$ cat config.mk
export PLATFORM = sky130hd
export DESIGN_NAME = change_dispenser
export DESIGN_NICKNAME = d
export VERILOG_FILES = /design/src/rtl/vm_pkg.sv /design/src/rtl/coin_stock.sv /design/src/rtl/change_dispenser.sv
export SDC_FILE = /design/constraint.sdc
export NUM_CORES = 1
export LEC_CHECK = 0
export ABC_CLOCK_PERIOD_IN_PS = 2100
export BUFFER_PORTS_ARGS = -buffer_cell sky130_fd_sc_hd__clkbuf_2
export CORE_MARGIN = 4
export CORE_UTILIZATION = 55
export CTS_BUF_LIST = sky130_fd_sc_hd__clkbuf_2 sky130_fd_sc_hd__clkbuf_4 sky130_fd_sc_hd__clkbuf_8
export DETAILED_ROUTE_END_ITERATION = 8
export HOLD_SLACK_MARGIN = 0.1
export PLACE_DENSITY = 0.79
export RECOVER_POWER = 100
export SYNTH_ARGS = -nofsm -noshare
export SYNTH_HDL_FRONTEND = slang
export SYNTH_SLANG_ARGS = --single-unit
$ cat constraint.sdc
create_clock -name clk -period 2.1 [get_ports clk]
set_input_delay 0.315 -clock clk [delete_from_list [all_inputs] [get_ports clk]]
set_output_delay 0.315 -clock clk [all_outputs]
set_load 0.03 [all_outputs]
$ cat src/rtl/vm_pkg.sv
// Shared vending-machine definitions: coin coding, coin values, dispenser FSM states, prices.
package vm_pkg;

  typedef enum logic [1:0] {
    COIN_10 = 2'b00,
    COIN_20 = 2'b01,
    COIN_50 = 2'b10
  } coin_code_e;

  localparam int unsigned COIN_10_VAL = 10;
  localparam int unsigned COIN_20_VAL = 20;
  localparam int unsigned COIN_50_VAL = 50;

  localparam int unsigned PRICE_WATER = 30;
  localparam int unsigned PRICE_COLA  = 60;
  localparam int unsigned PRICE_JUICE = 80;

  typedef enum logic [1:0] {
    ST_IDLE = 2'b00,
    ST_PICK = 2'b01,
    ST_EMIT = 2'b10,
    ST_DONE = 2'b11
  } disp_state_e;

  // Cent value of a coin code; the unused code maps to 0.
  function automatic int unsigned coin_value(input logic [1:0] code);
    case (code)
      COIN_10: coin_value = COIN_10_VAL;
      COIN_20: coin_value = COIN_20_VAL;
      COIN_50: coin_value = COIN_50_VAL;
      default: coin_value = 0;
    endcase
  endfunction

endpackage

$ cat src/rtl/coin_stock.sv
// Saturating stock counter for one coin denomination.
// With CHANGE_LOW_STOCK_EN defined, low_o is a registered (count < LOW_THRESH) flag;
// otherwise low_o is tied low and no comparator is built.
module coin_stock #(
  parameter int unsigned CNT_W      = 6,
  parameter int unsigned INIT       = 8,
  parameter int unsigned LOW_THRESH = 2
) (
  input  logic clk,
  input  logic reset,
  input  logic inc_i,
  input  logic dec_i,
  output logic empty_o,
  output logic low_o
);

  localparam logic [CNT_W-1:0] CNT_MAX  = '1;
  localparam logic [CNT_W-1:0] CNT_INIT = CNT_W'(INIT);

  // Reject parameter sets the counter cannot represent.
  if ((INIT > (1 << CNT_W) - 1) || (LOW_THRESH > (1 << CNT_W))) begin : g_bad_param
    $error("coin_stock: INIT or LOW_THRESH out of range for CNT_W");
  end

  logic [CNT_W-1:0] count_q, count_d;
  logic             empty_q;

  // Next count: simultaneous inc and dec cancel; saturate at both ends.
  always_comb begin
    count_d = count_q;
    if (inc_i && !dec_i && (count_q != CNT_MAX)) begin
      count_d = count_q + CNT_W'(1);
    end else if (dec_i && !inc_i && (count_q != '0)) begin
      count_d = count_q - CNT_W'(1);
    end
  end

  // Count and empty flag registers; empty tracks the new count directly.
  always_ff @(posedge clk) begin
    if (!reset) begin
      count_q <= CNT_INIT;
      empty_q <= (CNT_INIT == '0);
    end else begin
      count_q <= count_d;
      empty_q <= (count_d == '0);
    end
  end

  assign empty_o = empty_q;

`ifdef CHANGE_LOW_STOCK_EN
  logic low_q;

  // Low-stock flag follows the count one cycle later.
  always_ff @(posedge clk) begin
    if (!reset) begin
      low_q <= (INIT < LOW_THRESH);
    end else begin
      low_q <= ({1'b0, count_q} < (CNT_W+1)'(LOW_THRESH));
    end
  end

  assign low_o = low_q;
`else
  assign low_o = 1'b0;
`endif

endmodule

$ cat src/rtl/change_dispenser.sv
// Change dispenser: pays a cent amount as 50c/20c/10c coins (greedy, stock-limited)
// over a valid/ack hopper handshake and reports any unpaid shortfall.
// Optional macro CHANGE_LOW_STOCK_EN enables the per-denomination low_stock flags.
module change_dispenser
  import vm_pkg::*;
#(
  parameter int unsigned AMT_W      = 8,
  parameter int unsigned CNT_W      = 6,
  parameter int unsigned INIT_STOCK = 8,
  parameter int unsigned LOW_THRESH = 2
) (
  input  logic             clk,
  input  logic             reset,
  input  logic             req_valid,
  input  logic [AMT_W-1:0] req_amount,
  output logic             req_ready,
  output logic             coin_valid,
  output logic [1:0]       coin_code,
  input  logic             coin_ack,
  input  logic             refill,
  input  logic [1:0]       refill_code,
  output logic             busy,
  output logic             done,
  output logic             short,
  output logic [AMT_W-1:0] shortfall,
  output logic [2:0]       low_stock
);

  localparam int unsigned NUM_DENOM = 3;

  disp_state_e      state_q, state_d;
  logic [AMT_W-1:0] rem_q, rem_d;
  logic [1:0]       code_q, code_d;
  logic             short_q, short_d;
  logic [AMT_W-1:0] sf_q, sf_d;
  logic             ready_q, ready_d;
  logic             busy_q, busy_d;
  logic             valid_q, valid_d;
  logic             done_q, done_d;

  logic [NUM_DENOM-1:0] stock_inc, stock_dec, stock_empty, stock_low;

  // Stock update strobes: refills from the loader, decrements on an acked coin.
  always_comb begin
    stock_inc = '0;
    stock_dec = '0;
    for (int i = 0; i < NUM_DENOM; i++) begin
      stock_inc[i] = refill && (refill_code == 2'(i));
      stock_dec[i] = (state_q == ST_EMIT) && coin_ack && (code_q == 2'(i));
    end
  end

  coin_stock #(.CNT_W(CNT_W), .INIT(INIT_STOCK), .LOW_THRESH(LOW_THRESH)) u_stock_10 (
    .clk     (clk),
    .reset   (reset),
    .inc_i   (stock_inc[0]),
    .dec_i   (stock_dec[0]),
    .empty_o (stock_empty[0]),
    .low_o   (stock_low[0])
  );

  coin_stock #(.CNT_W(CNT_W), .INIT(INIT_STOCK), .LOW_THRESH(LOW_THRESH)) u_stock_20 (
    .clk     (clk),
    .reset   (reset),
    .inc_i   (stock_inc[1]),
    .dec_i   (stock_dec[1]),
    .empty_o (stock_empty[1]),
    .low_o   (stock_low[1])
  );

  coin_stock #(.CNT_W(CNT_W), .INIT(INIT_STOCK), .LOW_THRESH(LOW_THRESH)) u_stock_50 (
    .clk     (clk),
    .reset   (reset),
    .inc_i   (stock_inc[2]),
    .dec_i   (stock_dec[2]),
    .empty_o (stock_empty[2]),
    .low_o   (stock_low[2])
  );

  // Next-state and next-output logic; outputs are decoded from the next state so they register cleanly.
  always_comb begin
    state_d = state_q;
    rem_d   = rem_q;
    code_d  = code_q;
    short_d = short_q;
    sf_d    = sf_q;

    case (state_q)
      ST_IDLE: begin
        if (req_valid && ready_q) begin
          rem_d   = req_amount;
          short_d = 1'b0;
          sf_d    = '0;
          state_d = ST_PICK;
        end
      end
      ST_PICK: begin
        if ((rem_q >= AMT_W'(COIN_50_VAL)) && !stock_empty[2]) begin
          code_d  = COIN_50;
          state_d = ST_EMIT;
        end else if ((rem_q >= AMT_W'(COIN_20_VAL)) && !stock_empty[1]) begin
          code_d  = COIN_20;
          state_d = ST_EMIT;
        end else if ((rem_q >= AMT_W'(COIN_10_VAL)) && !stock_empty[0]) begin
          code_d  = COIN_10;
          state_d = ST_EMIT;
        end else begin
          short_d = (rem_q != '0);
          sf_d    = rem_q;
          state_d = ST_DONE;
        end
      end
      ST_EMIT: begin
        if (coin_ack) begin
          rem_d   = rem_q - AMT_W'(coin_value(code_q));
          state_d = ST_PICK;
        end
      end
      ST_DONE: begin
        state_d = ST_IDLE;
      end
      default: begin
        state_d = ST_IDLE;
      end
    endcase

    ready_d = (state_d == ST_IDLE);
    busy_d  = (state_d != ST_IDLE);
    valid_d = (state_d == ST_EMIT);
    done_d  = (state_d == ST_DONE);
  end

  // State and output registers; reset aborts any payout in progress.
  always_ff @(posedge clk) begin
    if (!reset) begin
      state_q <= ST_IDLE;
      rem_q   <= '0;
      code_q  <= 2'b00;
      short_q <= 1'b0;
      sf_q    <= '0;
      ready_q <= 1'b1;
      busy_q  <= 1'b0;
      valid_q <= 1'b0;
      done_q  <= 1'b0;
    end else begin
      state_q <= state_d;
      rem_q   <= rem_d;
      code_q  <= code_d;
      short_q <= short_d;
      sf_q    <= sf_d;
      ready_q <= ready_d;
      busy_q  <= busy_d;
      valid_q <= valid_d;
      done_q  <= done_d;
    end
  end

  assign req_ready  = ready_q;
  assign busy       = busy_q;
  assign coin_valid = valid_q;
  assign coin_code  = code_q;
  assign done       = done_q;
  assign short      = short_q;
  assign shortfall  = sf_q;
  assign low_stock  = {stock_low[2], stock_low[1], stock_low[0]};

endmodule

==> Word-level counts from Yosys, hierarchy flattened <==
Index checks and enable logic that the tools add are counted.
{ "totals": {"regBits": 46, "out_inout_bits": 18, "elab_cells": 123} }
{ "classes": {"add_sub_neg": 7, "magnitude_cmp": 3, "eq_ne": 17, "n_mux": 31, "reduce_logical": 50} }
{ "op_table": {"columns": ["operator", "count"], "rows": [
  ["8-bit 2-to-1 mux", 8],
  ["6-bit 2-to-1 mux", 6],
  ["8-bit case mux with 2 select lines", 2],
  ["1-bit logical AND", 23],
  ["6-bit by 1-bit adder with 6-bit output (second input constant)", 3],
  ["6-bit zero test", 3],
  ["6-bit inequality test (second input constant)", 3],
  ["6-bit case mux with 3 select lines", 1],
  ["6-bit nonzero test", 3],
  ["6-bit by 1-bit subtractor with 6-bit output (second input constant)", 3],
  ["2-bit == test (second input constant)", 6],
  ["2-bit 2-to-1 mux", 5],
  ["2-bit inequality test (second input constant)", 5],
  ["1-bit zero test", 9],
  ["8-bit by 4-bit >= comparator with 1-bit output (second input constant)", 1],
  ["8-bit by 5-bit >= comparator with 1-bit output (second input constant)", 1],
  ["8-bit by 6-bit >= comparator with 1-bit output (second input constant)", 1],
  ["2-bit zero test", 4],
  ["2-bit case mux with 4 select lines", 1],
  ["8-bit nonzero test", 1],
  ["8-bit subtractor", 1],
  ["1-bit 2-to-1 mux", 7],
  ["2-bit by 1-bit == test with 1-bit output (second input constant)", 3],
  ["2-bit nonzero test", 3],
  ["other kinds (5)", 5]
]} }

==> Logic depth before layout (Yosys ltp) <==
{ "depth": {"ltp_word": 8, "ltp_mapped": 10} }

==> By module <==
A second synthesis with hierarchy kept.
{ "hier_totals": {"cells_unflattened": 376, "hier_area_um2": 3115.5} }
{ "by_module_without_submodules": {"columns": ["mod", "instances", "cells_each", "area_per_inst_um2"], "rows": [
  ["coin_stock", 3, 69, 571.8],
  ["change_dispenser", 1, 169, 1400.1]
]} }

==> Worst setup path after synthesis <==
Ideal clock, no wire load.
{ "synth_timing": {"kind": "reg2reg", "start": "register code_q[1] (netlist: coin_code[1])", "end": "register u_stock_20.empty_q (netlist: u_stock_20.empty_o)", "setup_ns": 0.088, "arrival_time_ns": 2.255, "required_time_ns": 2.012, "slack_ns": -0.243, "stages_incl_launch_ff": 10, "path_buffers": 1, "period_less_slack_ns": 2.343, "path_cell_list": "dfxtp_1 inv_1 ha_1 and4b_1 buf_6 a311o_1 o22ai_1 o21ai_1 xnor2_1 nor4_2"} }
{ "synth_between": {"elab_chain_len": 7, "elab_cells_between_ends": 10} }
{ "synth_lines": {"columns": ["element", "line", "source"], "rows": [
  ["start: declaration", "change_dispenser.sv:33", "logic [1:0] code_q, code_d;"],
  ["start signal: assignment", "change_dispenser.sv:148", "code_q <= code_d;"],
  ["2-bit by 1-bit == test with 1-bit output *", "change_dispenser.sv:49", "stock_dec[i] = (state_q == ST_EMIT) && coin_ack && (code_q == 2'(i));"],
  ["1-bit logical AND *", "change_dispenser.sv:49", null],
  ["1-bit logical AND / 1-bit zero test (equally long branches)", "coin_stock.sv:33, coin_stock.sv:31", null],
  ["1-bit logical AND (on tied branches)", "coin_stock.sv:33, coin_stock.sv:31", null],
  ["6-bit 2-to-1 mux / 1-bit logical AND (equally long branches)", "coin_stock.sv:33, coin_stock.sv:31", null],
  ["6-bit 2-to-1 mux *", "coin_stock.sv:31", "if (inc_i && !dec_i && (count_q != CNT_MAX)) begin"],
  ["6-bit zero test *", "coin_stock.sv:45", "empty_q <= (count_d == '0);"],
  ["end signal: assignment", "coin_stock.sv:42", "empty_q <= (CNT_INIT == '0);"],
  ["end signal: assignment", "coin_stock.sv:45", null],
  ["end: declaration", "coin_stock.sv:26", "logic empty_q;"]
]} }
Mark *: on every way between the ends. The rest lies on a longest branch, timed or not.
A chain may end at the register's enable or synchronous reset.

==> Worst setup path in the final report <==
Same ends and word-level chain as after synthesis.

==> results.cfg <==
[place]
finalWeightedCongestion = 0.831
dpl.hpwl_mm = 4.91
place_ws_ns = -0.0136
dpl-instance-area_um2 = 3110
port_buffers = 29

[sta]
setup-violations-final = 0
period_share_pct = 96.9
tns_ns = 0
hold_viol = 0
worst_slack_ns = 0.0658
fin_skew_ns = 0.0112
slew_violations = 0
fmax_ghz = 0.492
post-route-min-period_ns = 2.03
rsz0062_at_grt = yes

[pwr]
vdd_drop_max_uv = 430
total_power_w = 0.00313
leakage_nw = 1.32
powerDensity_nw_per_um2 = 939

[final_layout]
nets = 421
multiInputGateArea_um2 = 1820
n_fill_cell = 409
layout_commonest_cell = dfxtp_1
antenna_cells = 0
drive_gt1_share_pct = 17.6
final-seq-area_um2 = 932
final_cell_area_um2 = 3330
area_growth_pct = 18.1
most-common-layout-cells = 41 x dfxtp_1, 26 x a21oi_1, 26 x nor2_1
utilization_pct = 68.6

[worst_setup_path]
end_kind = flop
cp_cell_sequence = inv_2, ha_1, and4b_2, a311o_1, o211ai_1, o21ai_1, or3_1, nor4_2
cpPeakStageDelay_ns = 0.35
cp.arrival_ns = 2.25
start_kind = flop
rr_startpoint = coin_code[1]$_SDFFE_PN0P_
critical_path_class = reg2reg
r2r-end = u_stock_20.empty_o$_SDFF_PN0_
required_ns = 2.32
crit_fanout = 6
rrSetupSlack_ns = 0.07
r2r_cells = 8
crit_slowest_cell = dfxtp_4

[synthesis]
netlist_area_um2 = 2820
avgSynthCellArea_um2 = 8.19
synth_top_family_by_area = simple AND/OR/NAND/NOR gates
ys_ff_latch = 46
ys.flop_type = dfxtp_1
synth_area_leaders = dfxtp_1 33%, ha_1 8.9%, a21oi_1 4.8%, nand4b_1 3.7%, nor2_1 3.5%
synthAdderAreaFrac_pct = 9.59
yosysWarningCount = 0
synth_edf_count = 0
ys_seq_area_share_pct = 32.7
synth-compound-area-share_pct = 19.4
yosys-mux-area-fraction_pct = 0.710
ys_types = 61
synth_top_area_cell = dfxtp_1
synthXorXnorAreaFrac_pct = 3.73
synthSimpleGateAreaFrac_pct = 28.2
synth_async_sr_flop_share_pct = 0
synthDominantCellAreaShare_pct = 32.7
synth_cells = 344

[detailed_routing]
drtIter0Drc = 183
dr.pass1.iters = 4
via_per_inst = 5.81
route.detailed.drc = 0
wire_per_inst_um = 14.5
vias = 2632
wl_mm = 6.57
ant_nets = 0

[grt]
track_usage_pct = 21.8
grt_antenna_before_repair = 0
grt_pass1_wl_mm = 11.2
grt_max_degree = 23
first_global_vias = 2524
globalRouteOverflowTotal = 0

[clock_network]
cts_buffers = 5
clock_latency_ns = 0.30
clock-root-buffer = clkbuf_8
cts_sinks = 46
clockBufferDepth = 2
cts_tree = yes
cts_hold_buf = 0
clkTransAtPathRegs_ns = 0.09
htreeDepth = 2

[min_path]
hold_path_class = in2reg
holdPathEnd = rem_q[0]$_SDFFE_PN0P_
holdPathStages = 3
holdCritStartpoint = req_amount[0]

[floorplanning]
core_um2 = 4850
start_util_pct = 58.1
rows = 25
die_w_um = 79.6
die_y_um = 79.6
io_pins = 33
dieArea_um2 = 6330

[outcome]
status = finished clean

[job]
max_cap_violations = 0
==> per-layer routing <==
| metal | wire length (um) | vias up | global-route usage, % | part of all wire (%) |
|---|---|---|---|---|
| met5 | 0 | - | 0 | 0 |
| met4 | 83 | 0 | 6.70 | 1.3 |
| met3 | 285 | 11 | 3.84 | 4.3 |
| met2 | 3240 | 65 | 37.3 | 49 |
| met1 | 2970 | 1233 | 27.8 | 45 |
| li1 | - | 1323 | - | - |
==> critical path: cells and delay by family (launching register included) <==
kind            cells  cell delay, ns
fa+ha+maj           1            0.19
compound gates      3            0.59
simple gates        3            0.77
buf+inv             1            0.06
flops               1            0.35
==> kinds of logic (layout without fill, tap and decap cells) <==
kind of cell,count (synthesis),in the layout
buf+inv,37,77
simple gates,141,141
other cells,1,3
xor+xnor,12,12
mux,2,2
flops,46,46
compound gates,84,84
fa+ha+maj,21,21
==> worst max path at each step <==
| stage | end | startpoint |
|---|---|---|
| after floorplan | u_stock_20.empty_o$_SDFF_PN0_ | coin_code[1]$_SDFFE_PN0P_ |
| after global placement | u_stock_20.empty_o$_SDFF_PN0_ | coin_code[1]$_SDFFE_PN0P_ |
| after detailed placement | u_stock_20.empty_o$_SDFF_PN0_ | coin_code[1]$_SDFFE_PN0P_ |
| after CTS | u_stock_20.empty_o$_SDFF_PN0_ | u_stock_20.count_q[1]$_SDFF_PN0_ |
| after global routing | u_stock_20.empty_o$_SDFF_PN0_ | coin_code[1]$_SDFFE_PN0P_ |
| final | u_stock_20.empty_o$_SDFF_PN0_ | coin_code[1]$_SDFFE_PN0P_ |
==> sequential cells by signal (all words and copies together) (netlist names) <==
register	count
state_q	2
u_stock_50.count_q	6
u_stock_20.count_q	6
u_stock_50.empty_o	1
u_stock_10.count_q	6
busy	1
req_ready	1
short	1
done	1
u_stock_20.empty_o	1
coin_code	2
shortfall	8
rem_q	8
coin_valid	1
u_stock_10.empty_o	1
==> final cells by class <==
type                    instances  share of cell area, %
flip-flops and latches         46                   28.0
inverters                      21                   2.37
clock inverters                 2                   1.81
multi-input cells             263                   54.8
repair buffers                 48                   7.97
well taps                      67                   2.52
clock buffers                   6                   2.48
==> through the flow <==
stage               std cells  hold WS, ns
floorplan                 346        0.399
global placement          444        0.452
detailed placement        444        0.457
global route              453        0.270
CTS                       452        0.281
finish                    453        0.287
==> timing repair <==
item / in CTS / in global routing
setup buffers: 0 / 1
resized for setup: 8 / 21
endpoints found under the setup margin: 5 / 21
pin swaps: 1 / 7
gates cloned: 0 / 0
==> Yosys cell counts (3+ instances only) <==
| cell type | count |
|---|---|
| nor4_1 | 5 |
| nor3b_1 | 3 |
| o21ai_0 | 13 |
| ha_1 | 20 |
| a22oi_1 | 5 |
| and2_1 | 13 |
| nand3_1 | 16 |
| and4b_1 | 3 |
| nand2_1 | 24 |
| xnor2_1 | 7 |
| nor3_1 | 8 |
| and3_1 | 5 |
| a211oi_1 | 5 |
| clkbuf_1 | 11 |
| a21oi_1 | 27 |
| a31oi_1 | 5 |
| nor2b_1 | 6 |
| nor2_1 | 26 |
| buf_4 | 3 |
| o22ai_1 | 3 |
| or3_1 | 4 |
| dfxtp_1 | 46 |
| nand4b_1 | 12 |
| nand4_1 | 3 |
| xor2_1 | 5 |
| inv_1 | 21 |
| o21a_1 | 3 |
==> power breakdown <==
part	internal, W	leakage (nW)	switching, W	total, W
logic	0.000495	0.875	0.000720	0.00121
registers	0.000987	0.377	0.000126	0.00111
clock network	0.000507	0.0714	0.000290	0.000797
total	0.00199	1.32	0.00114	0.00313
Power figures use the tool's default switching activity.
